==> config.mk <==
export PLATFORM = sky130hd
export DESIGN_NAME = adc_axis_packer_flat
export DESIGN_NICKNAME = d
export VERILOG_FILES = /design/src/rtl/adc_axis_packer_pkg.sv /design/src/rtl/adc_axis_packer_if.sv /design/src/rtl/adc_axis_packer_group_sel.sv /design/src/rtl/adc_axis_packer.sv /design/src/flat_wrapper.sv
export SDC_FILE = /design/constraint.sdc
export NUM_CORES = 1
export LEC_CHECK = 0
export ABC_AREA = 1
export BUFFER_PORTS_ARGS = -buffer_cell sky130_fd_sc_hd__buf_2
export CORE_AREA = 2 2 161 163
export CTS_BUF_LIST = sky130_fd_sc_hd__clkbuf_16
export DETAILED_ROUTE_END_ITERATION = 8
export DIE_AREA = 0 0 163 165
export HOLD_SLACK_MARGIN = 0.08
export PLACE_DENSITY = 0.74
export SYNTH_ARGS = -nofsm -noshare
export SYNTH_HDL_FRONTEND = slang
export SYNTH_HIERARCHICAL = 1
export SYNTH_SLANG_ARGS = --single-unit
export TNS_END_PERCENT = 10
==> constraint.sdc <==
create_clock -name clk -period 2 [get_ports clk]
set_input_delay 0.1 -clock clk [delete_from_list [all_inputs] [get_ports clk]]
set_output_delay 0.1 -clock clk [all_outputs]
set_load 0.01 [all_outputs]
==> src/rtl/adc_axis_packer_pkg.sv <==
// Shared definitions for the ADC-to-AXI-Stream packer and the ADC channel front-ends.
package adc_pkg;

  localparam int DEF_DATA_W = 32;

  typedef enum logic [1:0] {
    IDLE   = 2'd0,
    ARM    = 2'd1,
    GATHER = 2'd2,
    SEND   = 2'd3
  } state_t;

  function automatic int calc_beats(input int num_ch, input int ch_per_beat);
    return num_ch / ch_per_beat;
  endfunction

  // Index widths never collapse to zero bits, even for a range of one.
  function automatic int calc_idx_w(input int range);
    return (range > 1) ? $clog2(range) : 1;
  endfunction

endpackage

==> src/rtl/adc_axis_packer_if.sv <==
// AXI4-Stream beat bus between the packer (master) and the DMA S2MM input (slave).
interface adc_axis_packer_if #(
  parameter int TDATA_W = 128
);
  // A beat transfers on a rising edge where tvalid && tready; once tvalid is high,
  // tdata/tlast stay stable and tvalid stays high until that transfer happens.
  logic [TDATA_W-1:0] tdata;
  logic               tvalid;
  logic               tready;
  logic               tlast;

  modport master (output tdata, output tvalid, output tlast, input tready);
  modport slave  (input tdata, input tvalid, input tlast, output tready);
endinterface

==> src/rtl/adc_axis_packer_group_sel.sv <==
// Combinational selection of one channel group's data slice and its all-flags-ready bit.
module adc_group_sel
  import adc_pkg::*;
#(
  parameter int NUM_CH      = 8,
  parameter int DATA_W      = DEF_DATA_W,
  parameter int CH_PER_BEAT = 4,
  parameter int IDX_W       = 1
) (
  input  logic [NUM_CH*DATA_W-1:0]      data_in,
  input  logic [NUM_CH-1:0]             flag_in,
  input  logic [IDX_W-1:0]              idx,
  output logic [CH_PER_BEAT*DATA_W-1:0] grp_data,
  output logic                          grp_ready
);

  localparam int BEATS  = calc_beats(NUM_CH, CH_PER_BEAT);
  localparam int BEAT_W = CH_PER_BEAT * DATA_W;

  always_comb begin
    grp_data  = '0;
    grp_ready = 1'b0;
    for (int g = 0; g < BEATS; g++) begin
      if (idx == IDX_W'(g)) begin
        grp_data  = data_in[g*BEAT_W +: BEAT_W];
        grp_ready = &flag_in[g*CH_PER_BEAT +: CH_PER_BEAT];
      end
    end
  end

endmodule

==> src/rtl/adc_axis_packer.sv <==
// Packs NUM_CH flag-gated ADC channel words into CH_PER_BEAT-word AXI-Stream beats,
// with tlast on the final beat of every FRAMES_PER_PKT-frame packet.
module adc_axis_packer
  import adc_pkg::*;
#(
  parameter int NUM_CH         = 8,
  parameter int DATA_W         = DEF_DATA_W,
  parameter int CH_PER_BEAT    = 4,
  parameter int FRAMES_PER_PKT = 1
) (
  input  logic                     clk,
  input  logic                     rst_n,
  input  logic                     start,
  input  logic                     stop,
  input  logic                     cont_mode,
  input  logic [NUM_CH*DATA_W-1:0] data_in,
  input  logic [NUM_CH-1:0]        flag_in,
  output logic [NUM_CH-1:0]        flag_out,
  output logic                     busy,
  output state_t                   fsm_state,
  adc_axis_packer_if.master        m_axis
);

  localparam int BEATS  = calc_beats(NUM_CH, CH_PER_BEAT);
  localparam int BEAT_W = CH_PER_BEAT * DATA_W;
  localparam int BIW    = calc_idx_w(BEATS);
  localparam int FIW    = calc_idx_w(FRAMES_PER_PKT);
  localparam logic [BIW-1:0] LAST_BEAT  = BIW'(BEATS - 1);
  localparam logic [FIW-1:0] LAST_FRAME = FIW'(FRAMES_PER_PKT - 1);

  state_t              state, state_nxt;
  logic [BIW-1:0]      beat_idx, beat_nxt, next_idx;
  logic [FIW-1:0]      frame_idx, frame_nxt;
  logic                mode_r, mode_nxt;
  logic [NUM_CH-1:0]   flag_r, flag_nxt;
  logic [BEAT_W-1:0]   tdata_r, tdata_nxt;
  logic                tvalid_r, tvalid_nxt;
  logic                tlast_r, tlast_nxt;
  logic [BEAT_W-1:0]   cur_data, nxt_data;
  logic                cur_ready, nxt_ready;

  function automatic logic [NUM_CH-1:0] group_mask(input logic [BIW-1:0] idx);
    logic [NUM_CH-1:0] m;
    m = '0;
    for (int g = 0; g < BEATS; g++) begin
      if (idx == BIW'(g)) m[g*CH_PER_BEAT +: CH_PER_BEAT] = '1;
    end
    return m;
  endfunction

  // The second selector looks one group ahead so a ready group can follow a
  // handshake on the very next cycle without a bubble.
  assign next_idx = (beat_idx == LAST_BEAT) ? '0 : beat_idx + BIW'(1);

  adc_group_sel #(
    .NUM_CH(NUM_CH), .DATA_W(DATA_W), .CH_PER_BEAT(CH_PER_BEAT), .IDX_W(BIW)
  ) u_sel_cur (
    .data_in(data_in), .flag_in(flag_in), .idx(beat_idx),
    .grp_data(cur_data), .grp_ready(cur_ready)
  );

  adc_group_sel #(
    .NUM_CH(NUM_CH), .DATA_W(DATA_W), .CH_PER_BEAT(CH_PER_BEAT), .IDX_W(BIW)
  ) u_sel_nxt (
    .data_in(data_in), .flag_in(flag_in), .idx(next_idx),
    .grp_data(nxt_data), .grp_ready(nxt_ready)
  );

  always_ff @(posedge clk or negedge rst_n) begin
    if (!rst_n) begin
      state     <= IDLE;
      beat_idx  <= '0;
      frame_idx <= '0;
      mode_r    <= 1'b0;
      flag_r    <= '0;
      tdata_r   <= '0;
      tvalid_r  <= 1'b0;
      tlast_r   <= 1'b0;
    end else begin
      state     <= state_nxt;
      beat_idx  <= beat_nxt;
      frame_idx <= frame_nxt;
      mode_r    <= mode_nxt;
      flag_r    <= flag_nxt;
      tdata_r   <= tdata_nxt;
      tvalid_r  <= tvalid_nxt;
      tlast_r   <= tlast_nxt;
    end
  end

  always_comb begin
    state_nxt  = state;
    beat_nxt   = beat_idx;
    frame_nxt  = frame_idx;
    mode_nxt   = mode_r;
    flag_nxt   = flag_r;
    tdata_nxt  = tdata_r;
    tvalid_nxt = tvalid_r;
    tlast_nxt  = tlast_r;
    case (state)
      IDLE: begin
        if (start) begin
          state_nxt = ARM;
          mode_nxt  = cont_mode;
          beat_nxt  = '0;
          frame_nxt = '0;
        end
      end
      ARM: begin
        flag_nxt  = '1;
        state_nxt = GATHER;
      end
      GATHER: begin
        if (cur_ready) begin
          tdata_nxt  = cur_data;
          tvalid_nxt = 1'b1;
          tlast_nxt  = (beat_idx == LAST_BEAT) && (frame_idx == LAST_FRAME);
          flag_nxt   = flag_r & ~group_mask(beat_idx);
          state_nxt  = SEND;
        end
      end
      SEND: begin
        if (tvalid_r && m_axis.tready) begin
          if (beat_idx != LAST_BEAT) begin
            beat_nxt = next_idx;
            if (nxt_ready) begin
              tdata_nxt  = nxt_data;
              tvalid_nxt = 1'b1;
              tlast_nxt  = (next_idx == LAST_BEAT) && (frame_idx == LAST_FRAME);
              flag_nxt   = flag_r & ~group_mask(next_idx);
            end else begin
              tvalid_nxt = 1'b0;
              state_nxt  = GATHER;
            end
          end else if (frame_idx != LAST_FRAME) begin
            beat_nxt   = '0;
            frame_nxt  = frame_idx + FIW'(1);
            tvalid_nxt = 1'b0;
            state_nxt  = ARM;
          end else begin
            // Packet boundary: the only point where stop is honoured.
            tvalid_nxt = 1'b0;
            tlast_nxt  = 1'b0;
            beat_nxt   = '0;
            frame_nxt  = '0;
            state_nxt  = (mode_r && !stop) ? ARM : IDLE;
          end
        end
      end
      default: state_nxt = IDLE;
    endcase
  end

  assign m_axis.tdata  = tdata_r;
  assign m_axis.tvalid = tvalid_r;
  assign m_axis.tlast  = tlast_r;
  assign flag_out      = flag_r;
  assign busy          = (state != IDLE);
  assign fsm_state     = state;

endmodule

==> src/flat_wrapper.sv <==
// flat-port wrapper written by rule: the top's interface ports become plain ports
module adc_axis_packer_flat import adc_pkg::*;
#(
  parameter int NUM_CH         = 8,
  parameter int DATA_W         = DEF_DATA_W,
  parameter int CH_PER_BEAT    = 4,
  parameter int FRAMES_PER_PKT = 1
)
  (clk, rst_n, start, stop, cont_mode, data_in, flag_in, flag_out, busy, fsm_state, m_axis_tdata, m_axis_tvalid, m_axis_tlast, m_axis_tready);
  adc_axis_packer_if #(.TDATA_W(128)) m_axis_i ();
  input  logic clk;
  input  logic rst_n;
  input  logic start;
  input  logic stop;
  input  logic cont_mode;
  input  logic [NUM_CH*DATA_W-1:0] data_in;
  input  logic [NUM_CH-1:0] flag_in;
  output logic [NUM_CH-1:0] flag_out;
  output logic busy;
  output state_t fsm_state;
  output wire logic [$bits(m_axis_i.tdata)-1:0] m_axis_tdata;
  output wire logic [$bits(m_axis_i.tvalid)-1:0] m_axis_tvalid;
  output wire logic [$bits(m_axis_i.tlast)-1:0] m_axis_tlast;
  input wire logic [$bits(m_axis_i.tready)-1:0] m_axis_tready;
  assign m_axis_tdata = m_axis_i.tdata;
  assign m_axis_tvalid = m_axis_i.tvalid;
  assign m_axis_tlast = m_axis_i.tlast;
  assign m_axis_i.tready = m_axis_tready;
  adc_axis_packer #(.NUM_CH(NUM_CH), .DATA_W(DATA_W), .CH_PER_BEAT(CH_PER_BEAT), .FRAMES_PER_PKT(FRAMES_PER_PKT)) u_core (.clk(clk), .rst_n(rst_n), .start(start), .stop(stop), .cont_mode(cont_mode), .data_in(data_in), .flag_in(flag_in), .flag_out(flag_out), .busy(busy), .fsm_state(fsm_state), .m_axis(m_axis_i));
endmodule
==> metrics.cfg <==
[outcome]
status=completed

[cells_and_area]
drive_gt1_frac=0.211
final_cells=2612
synthToLayoutAreaGrowth_pct=23.2
fin_util=0.555
multi_input_area_mm2=0.00575
fill_cells=2567
layout.nets=2534
regArea_mm2=0.00356
design_area_mm2=0.0139

[floorplan]
dieArea_mm2=0.0269
die_w_um=163
initial_core_util=0.451
pin_count=411
fp-row-count=58
die_h_um=165
core_mm2=0.0250

[drt]
post-route-drc-count=0
via_count=12700
wl_per_cell_um=13.6
ant_nets=0
drt_wl_total_um=35600
firstDrtPassIters=6
first_iter_violations=1169
viasPerCell=4.87

[setup_path]
setup.worst_path.start_class=flop
cpPeakStageDelay_ns=0.53
reg2reg_slack_ns=0.05
path_cells=inv_6, nand2_1, inv_1, nand2_1, nand2_1, inv_1, buf_4, o21ai_0, nand3_2, nand2_1, nand2_1
r2r_end=u_core/flag_out[5]
endpoint_kind=flop
critPathKind=flop to flop
slowest_stage=dfrtp_4
worstReg2RegStart=u_core/beat_idx
critPathRequiredTime_ns=2.32
ff2ff_path_depth=11
arrival_ns=2.27
worst_path_most_repeated_cell=nand2_1
path_max_fanout=8
critPathTopFamily=simple AND/OR/NAND/NOR gates
path_buf_inv=4

[clock_network]
root_buffer=clkbuf_16
cts.sinks=142
cts-buffers-inserted=17
htreeDepth=4
path_clk_slew_ns=0.07
cts_tree=built
clk_latency_ns=0.42
ctsLongestPathBuffers=2

[sta]
period_needed_ns=1.95
finalClockSkew_ns=0.00697
relSlewSlack=0.577
max_freq_mhz=514
fin_hold_ws_ns=0.116
timing.final.max_slew_violations=0
hold_violations=0
rsz0062_at_grt=true
setup_viol=0
worst_pin_slew_ns=0.634
fin_crit_sh=0.973

[power_and_ir_drop]
power_density_mw_per_mm2=506
fin_total_pwr_w=0.00704
leakagePower_nw=9.11
ir_drop_v=0.000409

[global_routing]
grt_max_degree=135
grt_pass1_vias=11100
grt_overflow_total=0
grt_pass1_wl_um=54700
antenna_found_initial=5
groute.usage.overall=0.254

[logic_synthesis]
synth_nets=2199
synth_edf_count=0
synth.top_cell.area_share=0.320
synth-seq-area-share=0.315
syn_inst=1929
synth_top_area_cell=nand2_1
yosysMostFrequentCell=nand2_1
yosysUniqueCellTypes=18
async_reset_ff_frac=1.00
postSynthAreaPerCell_um2=5.85
synth_area_mm2=0.0113
synth_ff_type=dfrtp_1
yosys_warnings=6
synth_seq_cells=142
synth.area.top_cells=nand2_1 32%, dfrtp_1 31%, o21ai_0 9.7%, inv_1 9.1%, nand3_1 6.2%
yosys-top-cells-count=963 x nand2_1, 273 x inv_1, 219 x o21ai_0

[placed_design]
gp_congestion=0.853
dp_hpwl_um=25000
port-buffer-count=410
placed_area_mm2=0.0132
dp_cells=2570

[hold_path]
min_path_type=input pin to flop
hp-start=data_in[39]
whs_endpoint=u_core/m_axis.tdata[39]
min_delay_path_depth=7

[job]
timing.max_cap.violations=0

## final cells by class
| class | count | share of cell area |
|---|---|---|
| diodes | 5 | 0.000900 |
| clock inverters | 15 | 0.0132 |
| multi-input cells | 1383 | 0.413 |
| flip-flops and latches | 142 | 0.256 |
| repair buffers | 446 | 0.182 |
| clock buffers | 17 | 0.0306 |
| well taps | 330 | 0.0297 |
| inverters | 274 | 0.0745 |
## metrics by stage
stage,setup slack (ns),TNS (ns)
final,0.0540,0
after global placement,0.185,0
after floorplan,0.163,0
after detailed placement,0.114,0
after global routing,-0.0757,-0.372
after CTS,0.0626,0
## report_power, final
group	total, W	internal [W]	switching [W]
sequential	0.00287	0.00287	0
combinational	0.000853	0.000379	0.000474
clock	0.00331	0.00198	0.00133
total	0.00704	0.00523	0.00181
## flip-flops by register name (all words and copies together) (netlist names)
register,count
u_core/fsm_state,2
u_core/flag_out,8
u_core/beat_idx,1
u_core/m_axis.tdata,128
u_core/m_axis.tvalid,1
u_core/mode_r,1
u_core/m_axis.tlast,1
## cell usage in the layout (no fill, tap or decap), drive strengths merged
master,synthesis,final
nand3b,1,1
clkinvlp,0,1
o21ai,265,265
dlygate4sd3,0,5
dfrtp,142,142
inv,274,279
buf,105,441
nand2,964,964
clkinv,0,6
a21boi,1,1
clkbuf,25,17
a21oi,2,2
diode,0,5
nor2,11,11
nand3,139,139
bufinv,0,3
## cells by family after synthesis
group                  count (synthesis)  share of synthesized area
buffers and inverters                404                      0.179
DFF                                  142                      0.315
and+or+nand+nor                     1115                      0.387
AOI/OAI and AO/OA                    268                      0.119
## worst register-to-register path, delay by kind of cell (launching register included)
kind	cells	cell delay [ns]
buffers and inverters	4	0.38
AOI/OAI and AO/OA	1	0.28
DFF	1	0.53
and+or+nand+nor	6	0.66
## metal layers
layer  track usage  up-vias  wire length (um)
met5             0        -                13
met4        0.0998        2              1110
met3        0.0593       68              3010
met2         0.435      515             16900
met1         0.310     5648             14500
li1              -     6494                 -
## how the worst max path moves through the flow
stage	start	endpoint	slack, ns	cells after the start
2_1_floorplan	u_core/beat_idx	u_core/m_axis.tdata[0]	0.16	14
3_3_place_gp	u_core/beat_idx	u_core/flag_out[5]	0.19	12
3_5_place_dp	u_core/beat_idx	u_core/flag_out[7]	0.11	12
4_1_cts	u_core/beat_idx	u_core/flag_out[7]	0.06	11
5_1_grt	u_core/beat_idx	u_core/flag_out[5]	-0.08	11
6_report	u_core/beat_idx	u_core/flag_out[5]	0.05	11
## repair_timing
| item | in CTS | in global routing |
|---|---|---|
| endpoints found under the setup margin | 0 | 10 |
| endpoints found under the hold margin | 100 | 0 |
| hold buffers | 5 | 0 |
| buffers inserted | 0 | 0 |
| gates resized for setup | 0 | 2 |
Note: power is estimated with default switching activity, not from simulation.
